## config.mk

```make
export PLATFORM = sky130hd
export DESIGN_NAME = audio_mixer_nch
export DESIGN_NICKNAME = d
export VERILOG_FILES = /design/src/rtl/audio_pkg.sv /design/src/rtl/sigma_delta_dac.sv /design/src/rtl/audio_mixer_nch.sv
export SDC_FILE = /design/constraint.sdc
export NUM_CORES = 1
export LEC_CHECK = 0
export CORE_MARGIN = 4
export CORE_UTILIZATION = 45
export DETAILED_ROUTE_END_ITERATION = 8
export PLACE_DENSITY = 0.66
export SLEW_MARGIN = 30
export SYNTH_ARGS = -nofsm -noshare
export SYNTH_HDL_FRONTEND = slang
export SYNTH_HIERARCHICAL = 1
export SYNTH_SLANG_ARGS = --single-unit
```

## constraint.sdc

```tcl
create_clock -name clk -period 6.6 [get_ports clk]
set_input_delay 1.98 -clock clk [delete_from_list [all_inputs] [get_ports clk]]
set_output_delay 1.98 -clock clk [all_outputs]
set_load 0.05 [all_outputs]
```

## src/rtl/audio_pkg.sv

```systemverilog
// audio_pkg: shared width helpers and frame FSM encoding for the N-channel mixer.
package audio_pkg;

   typedef enum logic [1:0] {SNAP, ACC, LATCH} state_e;

   function automatic int clog2(input int n);
      int r;
      r = 0;
      while ((1 << r) < n) r++;
      return r;
   endfunction

   // Headroom of clog2(nch)+1 bits keeps the per-side sum from ever wrapping.
   function automatic int acc_width(input int w, input int volw, input int nch);
      return w + volw + clog2(nch) + 1;
   endfunction

endpackage

```

## src/rtl/sigma_delta_dac.sv

```systemverilog
// sigma_delta_dac: first-order 1-bit sigma-delta modulator; output density equals din/2^OUTW.
module sigma_delta_dac #(
   parameter int OUTW = 12
) (
   input  logic            clk,
   input  logic            rst_n,
   input  logic [OUTW-1:0] din,
   output logic            dout
);

   logic [OUTW:0] acc_q, acc_d;

   always_comb acc_d = {1'b0, acc_q[OUTW-1:0]} + {1'b0, din};

   always_ff @(posedge clk) begin
      if (!rst_n) acc_q <= '0;
      else        acc_q <= acc_d;
   end

   assign dout = acc_q[OUTW];

endmodule

```

## src/rtl/audio_mixer_nch.sv

```systemverilog
// audio_mixer_nch: N-channel stereo mixer sharing one multiply-accumulate across channels,
// with per-channel volume and routing, saturating PCM tap and per-side PDM outputs.
module audio_mixer_nch
   import audio_pkg::*;
#(
   parameter int NCH   = 4,
   parameter int W     = 8,
   parameter int VOLW  = 4,
   parameter int OUTW  = 12,
   parameter int SHIFT = 1
) (
   input  logic                 clk,
   input  logic                 rst_n,
   input  logic [NCH*W-1:0]     ch_data,
   input  logic [NCH*VOLW-1:0]  ch_vol,
   input  logic [2*NCH-1:0]     ch_pan,
   output logic [OUTW-1:0]      sample_l,
   output logic [OUTW-1:0]      sample_r,
   output logic                 sample_valid,
   output logic                 audio_left,
   output logic                 audio_right
);

   localparam int ACCW = acc_width(W, VOLW, NCH);
   localparam int IDXW = (clog2(NCH) > 0) ? clog2(NCH) : 1;
   localparam int PW   = W + VOLW;
   localparam int CW   = ((ACCW > OUTW) ? ACCW : OUTW) + 1;
   localparam logic [OUTW-1:0] FULL = '1;

   state_e                state_q, state_d;
   logic [IDXW-1:0]       idx_q, idx_d;
   logic [ACCW-1:0]       acc_l_q, acc_l_d, acc_r_q, acc_r_d;
   logic [NCH*W-1:0]      snap_data_q, snap_data_d;
   logic [NCH*VOLW-1:0]   snap_vol_q, snap_vol_d;
   logic [2*NCH-1:0]      snap_pan_q, snap_pan_d;
   logic [OUTW-1:0]       sample_l_q, sample_l_d, sample_r_q, sample_r_d;
   logic                  valid_q, valid_d;
   logic [PW-1:0]         prod;
   logic [1:0]            pan;
   logic [CW-1:0]         sum_l, sum_r;
   logic                  last;

   assign prod  = PW'(snap_data_q[idx_q*W +: W]) * PW'(snap_vol_q[idx_q*VOLW +: VOLW]);
   assign pan   = snap_pan_q[2*idx_q +: 2];
   assign last  = idx_q == IDXW'(NCH - 1);
   assign sum_l = CW'(acc_l_q >> SHIFT);
   assign sum_r = CW'(acc_r_q >> SHIFT);

   always_comb begin
      state_d     = state_q;
      idx_d       = idx_q;
      acc_l_d     = acc_l_q;
      acc_r_d     = acc_r_q;
      snap_data_d = snap_data_q;
      snap_vol_d  = snap_vol_q;
      snap_pan_d  = snap_pan_q;
      sample_l_d  = sample_l_q;
      sample_r_d  = sample_r_q;
      valid_d     = 1'b0;
      case (state_q)
         SNAP: begin
            snap_data_d = ch_data;
            snap_vol_d  = ch_vol;
            snap_pan_d  = ch_pan;
            acc_l_d     = '0;
            acc_r_d     = '0;
            idx_d       = '0;
            state_d     = ACC;
         end
         ACC: begin
            acc_l_d = acc_l_q + (pan[0] ? ACCW'(prod) : '0);
            acc_r_d = acc_r_q + (pan[1] ? ACCW'(prod) : '0);
            idx_d   = idx_q + 1'b1;
            state_d = last ? LATCH : ACC;
         end
         LATCH: begin
            sample_l_d = (sum_l > CW'(FULL)) ? FULL : sum_l[OUTW-1:0];
            sample_r_d = (sum_r > CW'(FULL)) ? FULL : sum_r[OUTW-1:0];
            valid_d    = 1'b1;
            state_d    = SNAP;
         end
         default: state_d = SNAP;
      endcase
   end

   always_ff @(posedge clk) begin
      if (!rst_n) begin
         state_q     <= SNAP;
         idx_q       <= '0;
         acc_l_q     <= '0;
         acc_r_q     <= '0;
         snap_data_q <= '0;
         snap_vol_q  <= '0;
         snap_pan_q  <= '0;
         sample_l_q  <= '0;
         sample_r_q  <= '0;
         valid_q     <= 1'b0;
      end else begin
         state_q     <= state_d;
         idx_q       <= idx_d;
         acc_l_q     <= acc_l_d;
         acc_r_q     <= acc_r_d;
         snap_data_q <= snap_data_d;
         snap_vol_q  <= snap_vol_d;
         snap_pan_q  <= snap_pan_d;
         sample_l_q  <= sample_l_d;
         sample_r_q  <= sample_r_d;
         valid_q     <= valid_d;
      end
   end

   assign sample_l     = sample_l_q;
   assign sample_r     = sample_r_q;
   assign sample_valid = valid_q;

   sigma_delta_dac #(.OUTW(OUTW)) u_dac_l (
      .clk   (clk),
      .rst_n (rst_n),
      .din   (sample_l_q),
      .dout  (audio_left)
   );

   sigma_delta_dac #(.OUTW(OUTW)) u_dac_r (
      .clk   (clk),
      .rst_n (rst_n),
      .din   (sample_r_q),
      .dout  (audio_right)
   );

endmodule

```

; Word level (Yosys, flattened, before mapping)
; Cells that the tools add are included.
; Widths: inputs -> output; s select.
[classes]
multipliers = 1
add_sub_neg = 5
n_eq_ne = 3
n_lt_le_gt_ge = 2
shifts = 3
muxes = 10
n_reduce_logical = 2
[ops]
columns = operator, n
row1 = $pmux 15 s2, 2
row2 = $mux 12, 4
row3 = $shiftx 32x6->8, 1
row4 = $add 15x12->15, 2
row5 = $gt 14x12->1 const B, 2
row6 = $add 12x12->13, 2
row7 = $shiftx 16x5->4, 1
row8 = $mul 8x4->12, 1
row9 = $pmux 2 s2, 2
row10 = $shiftx 8x4->2, 1
row11 = $eq 2x2->1 const B, 2
row12 = $add 2x1->2 const B, 1
row13 = $eq 2x1->1 const B, 1
row14 = $logic_not 2->1, 1
row15 = $mux 2, 1
row16 = $reduce_bool 2->1, 1
row17 = $mux 1, 1
[word_totals]
elab_cells = 38
output_inout_bits = 27
register_bits = 141
input_bits = 58

; Logic depth before layout (Yosys ltp)
; Gate-level depths: netlist of the first run.
[logic_depth]
word_depth = 5
mapped_depth = 23

; Cells and area by module
; The synthesis of the first run kept the hierarchy.
[modules_own_cells]
columns = module, instances, seq_area_each_um2, area_per_inst_um2, cells_each
row1 = audio_mixer_nch, 1, 2302.2, 6482.5, 722
row2 = sigma_delta_dac, 2, 260.2, 844.6, 89

; Worst setup path after synthesis of the first run
; Ideal clock, no wire load.
[synth_path]
kind = reg-to-reg
startpoint = register idx_q[0]
endpoint = register acc_r_q[13]
setup_time_ns = 0.120
required_time_ns = 6.480
stages_incl_launch_ff = 22
path_slack_ns = 0.982
arrival_time_ns = 5.498
cell_sequence = dfxtp_1 -> buf_2 -> buf_2 -> mux4_2 -> and2_1 -> fa_1 -> inv_1 -> fa_1 -> inv_1 -> ha_1 -> nor2b_1 -> o31a_1 -> or4_1 -> a31oi_1 -> xnor2_1 -> and2_1 -> ha_1 -> a21oi_1 -> nor2b_1 -> o41ai_1 -> xor2_1 -> nor2_1
[synth_via]
elab_chain_len = 5
word_cells_on_any_way = 7
classes_between = add/sub (1) / mul (1) / shift (3) / mux (2)
[synth_rtl]
columns = item, line_no
row1 = "start, declared", audio_mixer_nch.sv:31  ; logic [IDXW-1:0] idx_q, idx_d;
row2 = "start signal, assigned", audio_mixer_nch.sv:100  ; idx_q <= idx_d;
row3 = $shiftx 32x6->8 / $shiftx 16x5->4 (equally long branches), audio_mixer_nch.sv:43  ; assign prod = PW'(snap_data_q[idx_q*W +: W]) * PW'(snap_vol_q[idx_q*VOLW +: VOLW]);
row4 = $mul 8x4->12, audio_mixer_nch.sv:43
row5 = $mux 12 *, audio_mixer_nch.sv:72  ; acc_r_d = acc_r_q + (pan[1] ? ACCW'(prod) : '0);
row6 = $add 15x12->15 *, audio_mixer_nch.sv:72
row7 = $pmux 15 s2 *, audio_mixer_nch.sv:60  ; case (state_q)
row8 = "end signal, assigned", audio_mixer_nch.sv:102  ; acc_r_q <= acc_r_d;
row9 = "end, declared", audio_mixer_nch.sv:32  ; logic [ACCW-1:0] acc_l_q, acc_l_d, acc_r_q, acc_r_d;
; Mark *: on every way between the ends. The rest lies on a longest branch, timed or not.
; A chain may end at the register's enable or synchronous reset.

; Worst setup path after layout of the first run
; Ends and elaborated chain as after synthesis.

==> impl_metrics.yaml, run 1 <==
route:
  drc: 0
  vias: 6521
  wire_per_inst_um: 14.7
  drt_iter0_drc: 302
  drt_wl_total_um: 17900
  ant_nets: 0
  viasPerCell: 5.38
  drt_pass1_iterations: 5
grt:
  grt_max_degree: 71
  grt_usage: 0.181
  grt_pass1_vias: 6291
  grt_pass1_wl_um: 30400
  overflow: 0
  antenna_found_initial: 0
sta:
  layout_min_cycle_time_ps: 5770
  holdWs_ps: 463
  worst_pin_slew_ps: 637
  fmax_ghz: 0.173
  finalHoldViolCount: 0
  fin_worst_skew_ps: 8.85
  fin_ws_ps: 825
  period_share: 0.875
  fin_setup_tns_ps: 0
  max-slew-margin-rel: 0.576
  setup_viol: 0
  rsz0062_at_grt: "no"
  drv_slew: 0
logic_synthesis:
  avgSynthCellArea_um2: 9.08
  yosys_warnings: 6
  syn_nets: 1039
  synth-seq-area-share: 0.345
  syn-cell-area_um2: 8170
  synth_edf_count: 0
  async_reset_ff_frac: 0
  synth_seq_cells: 141
  synth_ff_type: "dfxtp_1"
  ys_types: 52
  synthCells: 900
die:
  core_um2: 17900
  initial_utilization: 0.456
  dieHeight_um: 143
  rows: 49
  die_area_um2: 20400
  die-width_um: 143
  pin_count: 85
worst_setup_path:
  critPathRequiredTime_ps: 6900
  critical_path.cell_chain: "buf_4 > mux4_2 > and2_1 > fa_1 > inv_1 > fa_1 > inv_1 > ha_1 > nor2b_1 > o31a_1 > or4_1 > a31oi_1 > xnor2_1 > and2_1 > ha_1 > a21oi_1 > nor2b_1 > o41ai_1 > xor2_1 > nor2_1"
  endpoint_kind: "register"
  cp_top_family: "adder cells"
  path_max_fanout: 8
  endpoint: "acc_r_q[13]"
  reg2regPathDepth: 20
  r2r_end: "acc_r_q[13]"
  startpoint: "idx_q[0]"
  crit-reg2reg-launch: "idx_q[0]"
  path_buf_inv: 3
  rrSetupSlack_ps: 830
  critPathKind: "register to register"
  cp-start-kind: "register"
  worstSetupPathDepth: 20
  critical_path.max_stage_delay_ps: 550
  cp.arrival_ps: 6070
  cpMaxStageDelayCell: "mux4_2"
placed_design:
  place.gp.congestion: 0.880
  post-dp-hpwl_um: 13200
  port_buffers: 84
  place_ws_ps: 846
power_and_ir_drop:
  pwr_density_cell_nw_per_um2: 208
  finalPower_uw: 2040
  p_leak_uw: 0.00425
  max-vdd-ir-drop_uv: 183
final_layout:
  fillCellCount: 1627
  area_growth_pct: 20.3
  final_cell_mix: "153 x nand2_1, 141 x dfxtp_1, 83 x clkdlybuf4s50_1"
  multi_input_area_um2: 5100
  final_core_util: 0.549
  drive_above_1_share: 0.0904
  final_common_cell: "nand2_1"
  seqCellArea_um2: 2820
  final_nets: 1110
  antennaDiodeCount: 0
flow_run:
  cap_violations: 0
clock_network:
  cts_resized: 0
  clock-root-buffer: "clkbuf_16"
  cts.sinks: 141
  cts_hold_buf: 0
  clk_path_buf_depth: 2
  h-tree-depth: 4
  clk_latency_ps: 420
  tritoncts: "yes"
  postCtsSetupRepairBufs: 0
  cts_buffers: 17
  path_clk_slew_ps: 60
min_path:
  hp-class: "register to register"
  hold-path-cell-count: 2
outcome:
  outcome: "complete, no violations"
cell families (layout without fill, tap and decap cells):
family / after synthesis / count (layout) / synth area share
AOI/OAI and AO/OA: 241 / 241 / 0.217
xor gates and xnor gates: 34 / 34 / 0.0364
adders and majority gates: 81 / 81 / 0.139
DFF: 141 / 141 / 0.345
buffers and inverters: 69 / 153 / 0.0320
muxes: 22 / 22 / 0.0484
and+or+nand+nor: 312 / 312 / 0.182
Yosys cell counts (10+ instances only):
library cell  count  area, µm²
fa_1             16        320
nor2_1           29        109
nand2b_1         13       81.3
mux4_2           14        315
and2_1           59        369
a211oi_1         10       75.1
xor2_1           20        175
ha_1             65        813
xnor2_1          14        123
inv_1            29        109
nor2b_1          17        106
dfxtp_1         141       2820
a21boi_0         60        450
a21o_1           17        128
a21oi_1          37        185
nand3_1          13       65.1
o21ai_0          33        165
clkbuf_1         34        128
o221a_2          24        270
nand2_1         153        574
how the worst min path moves through the flow:
stage | start | end | slack [ps]
floorplan | snap_data_q[16] | snap_data_q[16] | 440
global placement | snap_pan_q[3] | snap_pan_q[3] | 450
detailed placement | snap_data_q[16] | snap_data_q[16] | 460
CTS | snap_pan_q[3] | snap_pan_q[3] | 470
global route | snap_pan_q[0] | snap_pan_q[0] | 480
finish | snap_data_q[16] | snap_data_q[16] | 460
registers in the layout, summed over array words and instances (netlist names):
name and count:
acc_r_q 15, acc_l_q 15, sample_l 12, snap_pan_q 8
u_dac_r/acc_q 13, sample_r 12, u_dac_l/acc_q 13, snap_data_q 32
snap_vol_q 16, state_q 2, idx_q 2, sample_valid 1
worst reg2reg max path: stages, from the launching register on:
cell and delay (ps):
dfxtp_1 440, buf_4 250, mux4_2 560, and2_1 200, fa_1 540, inv_1 60
fa_1 520, inv_1 40, ha_1 330, nor2b_1 160, o31a_1 260, or4_1 400
a31oi_1 210, xnor2_1 120, and2_1 170, ha_1 350, a21oi_1 320, nor2b_1 90
o41ai_1 420, xor2_1 170, nor2_1 50
routing by layer:
layer | GRT usage | up-vias | part of all wire
met1 | 0.244 | 3029 | 0.49
li1 | - | 3337 | -
met5 | 0 | - | 0
met2 | 0.292 | 139 | 0.45
met3 | 0.0402 | 16 | 0.044
met4 | 0.0540 | 0 | 0.013
power breakdown:
part	total, µW	internal, µW	switching [µW]
Clock	987	624	364
Sequential	889	874	15.1
Combinational	164	80.7	83.1
final cells by class:
type                            instances  share of cell area
Inverter                               29              0.0111
Timing Repair Buffer                   92              0.0914
Tap cell                              229              0.0292
Sequential cell                       141               0.287
Clock inverter                         10              0.0140
Multi-Input combinational cell        690               0.519
Clock buffer                           22              0.0482
metrics by stage:
step           instances  area, µm²
6_report            1213       9830
5_1_grt             1213       9830
4_1_cts             1213       9830
3_5_place_dp        1181       9220
3_3_place_gp        1181       9210
2_1_floorplan        900       8170
Power figures use the tool's default switching activity.
==> run 2: changes to the inputs <==
--- a/config.mk
+++ b/config.mk
@@ -8,7 +8,8 @@
 export CORE_MARGIN = 4
 export CORE_UTILIZATION = 45
 export DETAILED_ROUTE_END_ITERATION = 8
-export PLACE_DENSITY = 0.66
+export DONT_BUFFER_PORTS = 1
+export GPL_TIMING_DRIVEN = 0
 export SLEW_MARGIN = 30
 export SYNTH_ARGS = -nofsm -noshare
 export SYNTH_HDL_FRONTEND = slang
==> run 2 against run 1 <==
  * Global-route usage increased by 0.69 points
  * Non-clock buffer count shrank 52
  * Sequential cell count is the same
  * Final cell count fell by 4.4%
  * Final area fell by 7.8%
  * Critical path depth unchanged
  * Routed wire length is 2.8% higher
  * Clock skew about the same
  * Setup slack got worse by 430 ps
  * Sequential power about the same
  * Power decreased by 1.5%
==> impl_metrics.yaml, run 2 (same netlist as run 1, synthesis figures left out) <==
die:
  core_um2: 17900
  rows: 49
  dieHeight_um: 143
  die_area_um2: 20400
  initial_utilization: 0.456
  pin_count: 85
  die-width_um: 143
clock_network:
  h-tree-depth: 4
  cts_hold_buf: 0
  path_clk_slew_ps: 60
  cts.sinks: 141
  clk_path_buf_depth: 2
  cts_buffers: 17
  tritoncts: "yes"
  clock-root-buffer: "clkbuf_16"
  clk_latency_ps: 420
outcome:
  outcome: "complete, no violations"
sta:
  max-slew-margin-rel: 0.539
  fmax_ghz: 0.161
  setup_viol: 0
  fin_setup_tns_ps: 0
  finalHoldViolCount: 0
  holdWs_ps: 462
  rsz0062_at_grt: "no"
  period_share: 0.941
  layout_min_cycle_time_ps: 6210
  worst_pin_slew_ps: 692
  drv_slew: 0
  fin_worst_skew_ps: 9.15
route:
  vias: 6267
  drt_iter0_drc: 307
  viasPerCell: 5.40
  drt_pass1_iterations: 6
  drc: 0
  drt_wl_total_um: 18400
  wire_per_inst_um: 15.8
  ant_nets: 0
placed_design:
  post-dp-hpwl_um: 14100
  place.gp.congestion: 0.823
  placed_area_um2: 8460
  port_buffers: 0
  dp_cells: 1129
final_layout:
  final_cell_mix: "153 x nand2_1, 141 x dfxtp_1, 65 x ha_1"
  area_growth_pct: 10.9
  final_nets: 1058
  multi_input_area_um2: 5090
  largestRegisters: "snap_data_q: 32 flops, snap_vol_q: 16 flops"
  final_core_util: 0.506
  antennaDiodeCount: 0
  regMostFlops: "snap_data_q"
  finalInstanceArea_um2: 9070
  drive_above_1_share: 0.0870
  fin_cells: 1160
  fillCellCount: 1740
  final_common_cell: "nand2_1"
  seqCellArea_um2: 2820
  largest_reg_flops: 32
power_and_ir_drop:
  p_leak_uw: 0.00394
  max-vdd-ir-drop_uv: 189
  power_switching_uw: 479
  pwr-share-seq: 0.441
  switching_share: 0.238
  pwr_density_cell_nw_per_um2: 222
  clkPwrFrac: 0.492
  power_frac_comb: 0.067
  internal_power_uw: 1530
worst_setup_path:
  cp-start-kind: "register"
  endpoint_kind: "register"
  cp.arrival_ps: 6500
  path_max_fanout: 10
  reg2regPathDepth: 20
  critPathKind: "register to register"
  critPathRequiredTime_ps: 6890
min_path:
  hold-path-cell-count: 2
  hp-class: "register to register"
grt:
  grt_pass1_vias: 6343
  overflow: 0
  grt_usage: 0.188
  grt_max_degree: 22
  antenna_found_initial: 0
  grt_pass1_wl_um: 31200
flow_run:
  cap_violations: 0
## run 2: cell types whose count changed in the layout (fill, tap and decap cells not counted), sizes merged
cell           change
clkdlybuf4s50     -83
clkinvlp           +1
buf                -4
inv                +2
clkbuf            +31
## run 2: worst paths after layout
kind                  start             end  slack [ps]
max                idx_q[1]     acc_r_q[13]         390
max reg2reg        idx_q[1]     acc_r_q[13]         390
min          snap_data_q[7]  snap_data_q[7]         460
min reg2reg  snap_data_q[7]  snap_data_q[7]         460
## run 2: power by group through the flow
stage	combinational, µW	sequential, µW	clock [µW]
floorplan	101	901	0
global placement	135	905	0
detailed placement	135	905	0
CTS	136	886	1000
global route	153	889	1050
finish	134	886	989
## run 2: critical path: stages, from the launching register on
cell,delay (ps)
dfxtp_1,500
clkbuf_1,530
mux4_2,500
and2_1,200
fa_1,530
inv_1,50
fa_1,530
inv_1,40
ha_1,330
nor2b_1,170
o31a_1,260
or4_1,400
a31oi_1,200
xnor2_1,230
and2_1,190
ha_1,290
a21oi_1,310
nor2b_1,80
o41ai_1,490
xor2_1,180
nor2_1,50
## run 2: repair_timing
item | 4_1_cts | 5_1_grt
endpoints found under the setup margin | 0 | 1
hold endpoints to repair | 0 | 0
gates resized for setup | 0 | 1
buffers inserted | 0 | 0
## run 2: layer usage
layer / track usage / wire length (µm) / up-vias
li1: - / - / 3231
met1: 0.253 / 8760 / 2904
met2: 0.295 / 8260 / 110
met3: 0.0455 / 993 / 22
met4: 0.0660 / 354 / 0
met5: 0 / 0 / -
## run 2: stage by stage
stage,power (µW),setup slack (ps)
global placement,1040,307
detailed placement,1040,278
CTS,2030,242
global route,2090,4.18
finish,2010,392
floorplan,1000,982
## run 2: cell type report
type	instances	share of cell area
plain buffers	40	0.0171
clock buffers	18	0.0484
clock inverters	13	0.0184
inverters	29	0.0120
multi-input cells	690	0.561
flip-flops and latches	141	0.311
well taps	229	0.0316
==> run 3: changes to the inputs <==
--- a/config.mk
+++ b/config.mk
@@ -7,6 +7,8 @@
 export LEC_CHECK = 0
 export CORE_MARGIN = 4
 export CORE_UTILIZATION = 45
+export CTS_BUF_LIST = sky130_fd_sc_hd__clkbuf_2
+export CTS_CLUSTER_DIAMETER = 200
 export DETAILED_ROUTE_END_ITERATION = 8
 export DONT_BUFFER_PORTS = 1
 export GPL_TIMING_DRIVEN = 0
==> constraint.sdc (replaced) <==
create_clock -name clk -period 6.1 [get_ports clk]
set_input_delay 1.83 -clock clk [delete_from_list [all_inputs] [get_ports clk]]
set_output_delay 1.83 -clock clk [all_outputs]
set_load 0.05 [all_outputs]
==> run 3 against run 2 <==
  * Global-route usage hardly changed
  * Clock skew is 29 ps higher
  * Final area is 3.0% lower
  * Setup slack worse by 120 ps
  * Die area stayed put
  * Maximum frequency is 6.6% higher
  * Clock power is 40% lower
  * Sequential cell count stayed put
  * First-iteration DRC count is 2.0% lower
  * Via count is 0.93% higher
  * Sequential share of layout area is 0.96 points higher
  * Clock-buffer cell count is 1 lower
  * Largest power group is now registers
==> impl_metrics.yaml, run 3 (same netlist as run 1, synthesis figures left out) <==
worst_setup_path:
  cp-start-kind: "register"
  rrSetupSlack_ps: 280
  endpoint_kind: "register"
  worstSetupPathDepth: 22
  critical_path.cell_chain: "clkbuf_4 > buf_8 > mux4_2 > and2_1 > fa_1 > inv_1 > fa_1 > inv_1 > ha_1 > nor2b_1 > o31a_1 > or4_1 > a31oi_2 > xnor2_2 > and2_1 > ha_1 > a21o_1 > a21oi_2 > inv_1 > o31ai_2 > xor2_1 > nor2_1"
  critPathKind: "register to register"
  endpoint: "acc_l_q[13]"
  critPathRequiredTime_ps: 6750
  r2r_end: "acc_l_q[13]"
  path_buf_inv: 5
  startpoint: "idx_q[0]"
  critical_path.max_stage_delay_ps: 570
  path_max_fanout: 10
  crit_path_frequent_cell: "inv_1"
  cp_top_family: "adder cells"
  reg2regPathDepth: 22
  crit-reg2reg-launch: "idx_q[0]"
  cp.arrival_ps: 6470
  cpMaxStageDelayCell: "mux4_2"
clock_network:
  clock-root-buffer: "clkbuf_2"
  clk_path_buf_depth: 2
  path_clk_slew_ps: 220
  h-tree-depth: 4
  cts.sinks: 141
  clk_latency_ps: 740
  tritoncts: "yes"
  cts_buffers: 17
route:
  drt_iter0_drc: 301
  vias: 6325
  drt_wl_total_um: 18300
  ant_nets: 0
  wire_per_inst_um: 15.8
  drt_pass1_iterations: 5
  viasPerCell: 5.43
  drc: 0
die:
  die_area_um2: 20400
  initial_utilization: 0.456
  core_um2: 17900
  dieHeight_um: 143
  die-width_um: 143
  pin_count: 85
  rows: 49
final_layout:
  finalInstanceArea_um2: 8800
  regMostFlops: "snap_data_q"
  largestRegisters: "snap_data_q: 32 flops, snap_vol_q: 16 flops"
  final_cell_mix: "153 x nand2_1, 141 x dfxtp_1, 64 x ha_1"
  fin_cells: 1164
  final_common_cell: "nand2_1"
  area_growth_pct: 7.64
  final_nets: 1059
  drive_above_1_share: 0.0955
  largest_reg_flops: 32
placed_design:
  dp_cells: 1129
  place.gp.congestion: 0.823
  post-dp-hpwl_um: 14100
  port_buffers: 0
  placed_area_um2: 8460
sta:
  fmax_ghz: 0.172
  setup_viol: 0
  fin_setup_tns_ps: 0
  max-slew-margin-rel: 0.536
  fin_worst_skew_ps: 38.0
  holdWs_ps: 475
  period_share: 0.955
  rsz0062_at_grt: "no"
  layout_min_cycle_time_ps: 5820
  drv_slew: 0
  worst_pin_slew_ps: 696
  finalHoldViolCount: 0
grt:
  grt_usage: 0.188
  grt_max_degree: 22
  grt_pass1_vias: 6319
  overflow: 0
  antenna_found_initial: 1
  grt_pass1_wl_um: 31100
power_and_ir_drop:
  max-vdd-ir-drop_uv: 131
  finalPower_uw: 1700
  pwr_density_cell_nw_per_um2: 193
  p_leak_uw: 0.00382
outcome:
  outcome: "complete, no violations"
flow_run:
  cap_violations: 0
min_path:
  hp-class: "register to register"
run 3: cell types whose count changed in the layout (fill, tap and decap cells not counted), sizes merged:
cell    previous run  this run
buf                5         6
diode              0         3
clkbuf            53        52
clkinv             5         6
run 3: worst min path at each step:
stage	from	endpoint	slack, ps	depth (start not counted)
3_3_place_gp	snap_data_q[19]	snap_data_q[19]	450	2
2_1_floorplan	snap_data_q[16]	snap_data_q[16]	440	2
3_5_place_dp	snap_vol_q[12]	snap_vol_q[12]	460	2
5_1_grt	snap_data_q[15]	snap_data_q[15]	500	2
6_report	snap_data_q[7]	snap_data_q[7]	470	2
4_1_cts	snap_pan_q[3]	snap_pan_q[3]	480	2
run 3: through the flow:
step / worst slack [ps] / util
after global placement: -193 / 0.472
after CTS: 79.5 / 0.488
final: 277 / 0.491
after global routing: 6.15 / 0.491
after floorplan: 482 / -
after detailed placement: -222 / 0.472
run 3: what timing repair did:
action / CTS / global route
hold buffers: 0 / 0
setup buffers: 0 / 1
gates resized for setup: 6 / 8
pin swaps: 0 / 1
setup endpoints to repair: 6 / 6
run 3: layer usage:
layer | GRT usage | up-vias | part of all wire
li1 | - | 3240 | -
met1 | 0.253 | 2935 | 0.47
met2 | 0.293 | 127 | 0.45
met3 | 0.0452 | 23 | 0.058
met4 | 0.0715 | 0 | 0.021
met5 | 0 | - | 0
run 3: power breakdown:
| group | total [µW] | internal (µW) | switching [µW] |
|---|---|---|---|
| registers | 961 | 947 | 13.9 |
| logic | 147 | 58.6 | 88.3 |
| clock network | 591 | 227 | 363 |
| total | 1700 | 1230 | 465 |
run 3: worst min-delay path, delay by kind of cell (launching register included):
kind / cells / cell delay [ps]
AOI/OAI and AO/OA: 1 / 60
and+or+nand+nor: 1 / 50
DFF: 1 / 350
run 3: cell type report:
cell class / instances / area, µm²
Fill cell: 1774 / 9110
Multi-Input combinational cell: 690 / 5140
Sequential cell: 141 / 2820
Tap cell: 229 / 287
Clock inverter: 14 / 170
Buffer: 40 / 166
Inverter: 29 / 109
Clock buffer: 17 / 85.1
Timing Repair Buffer: 1 / 7.51
Antenna cell: 3 / 7.51
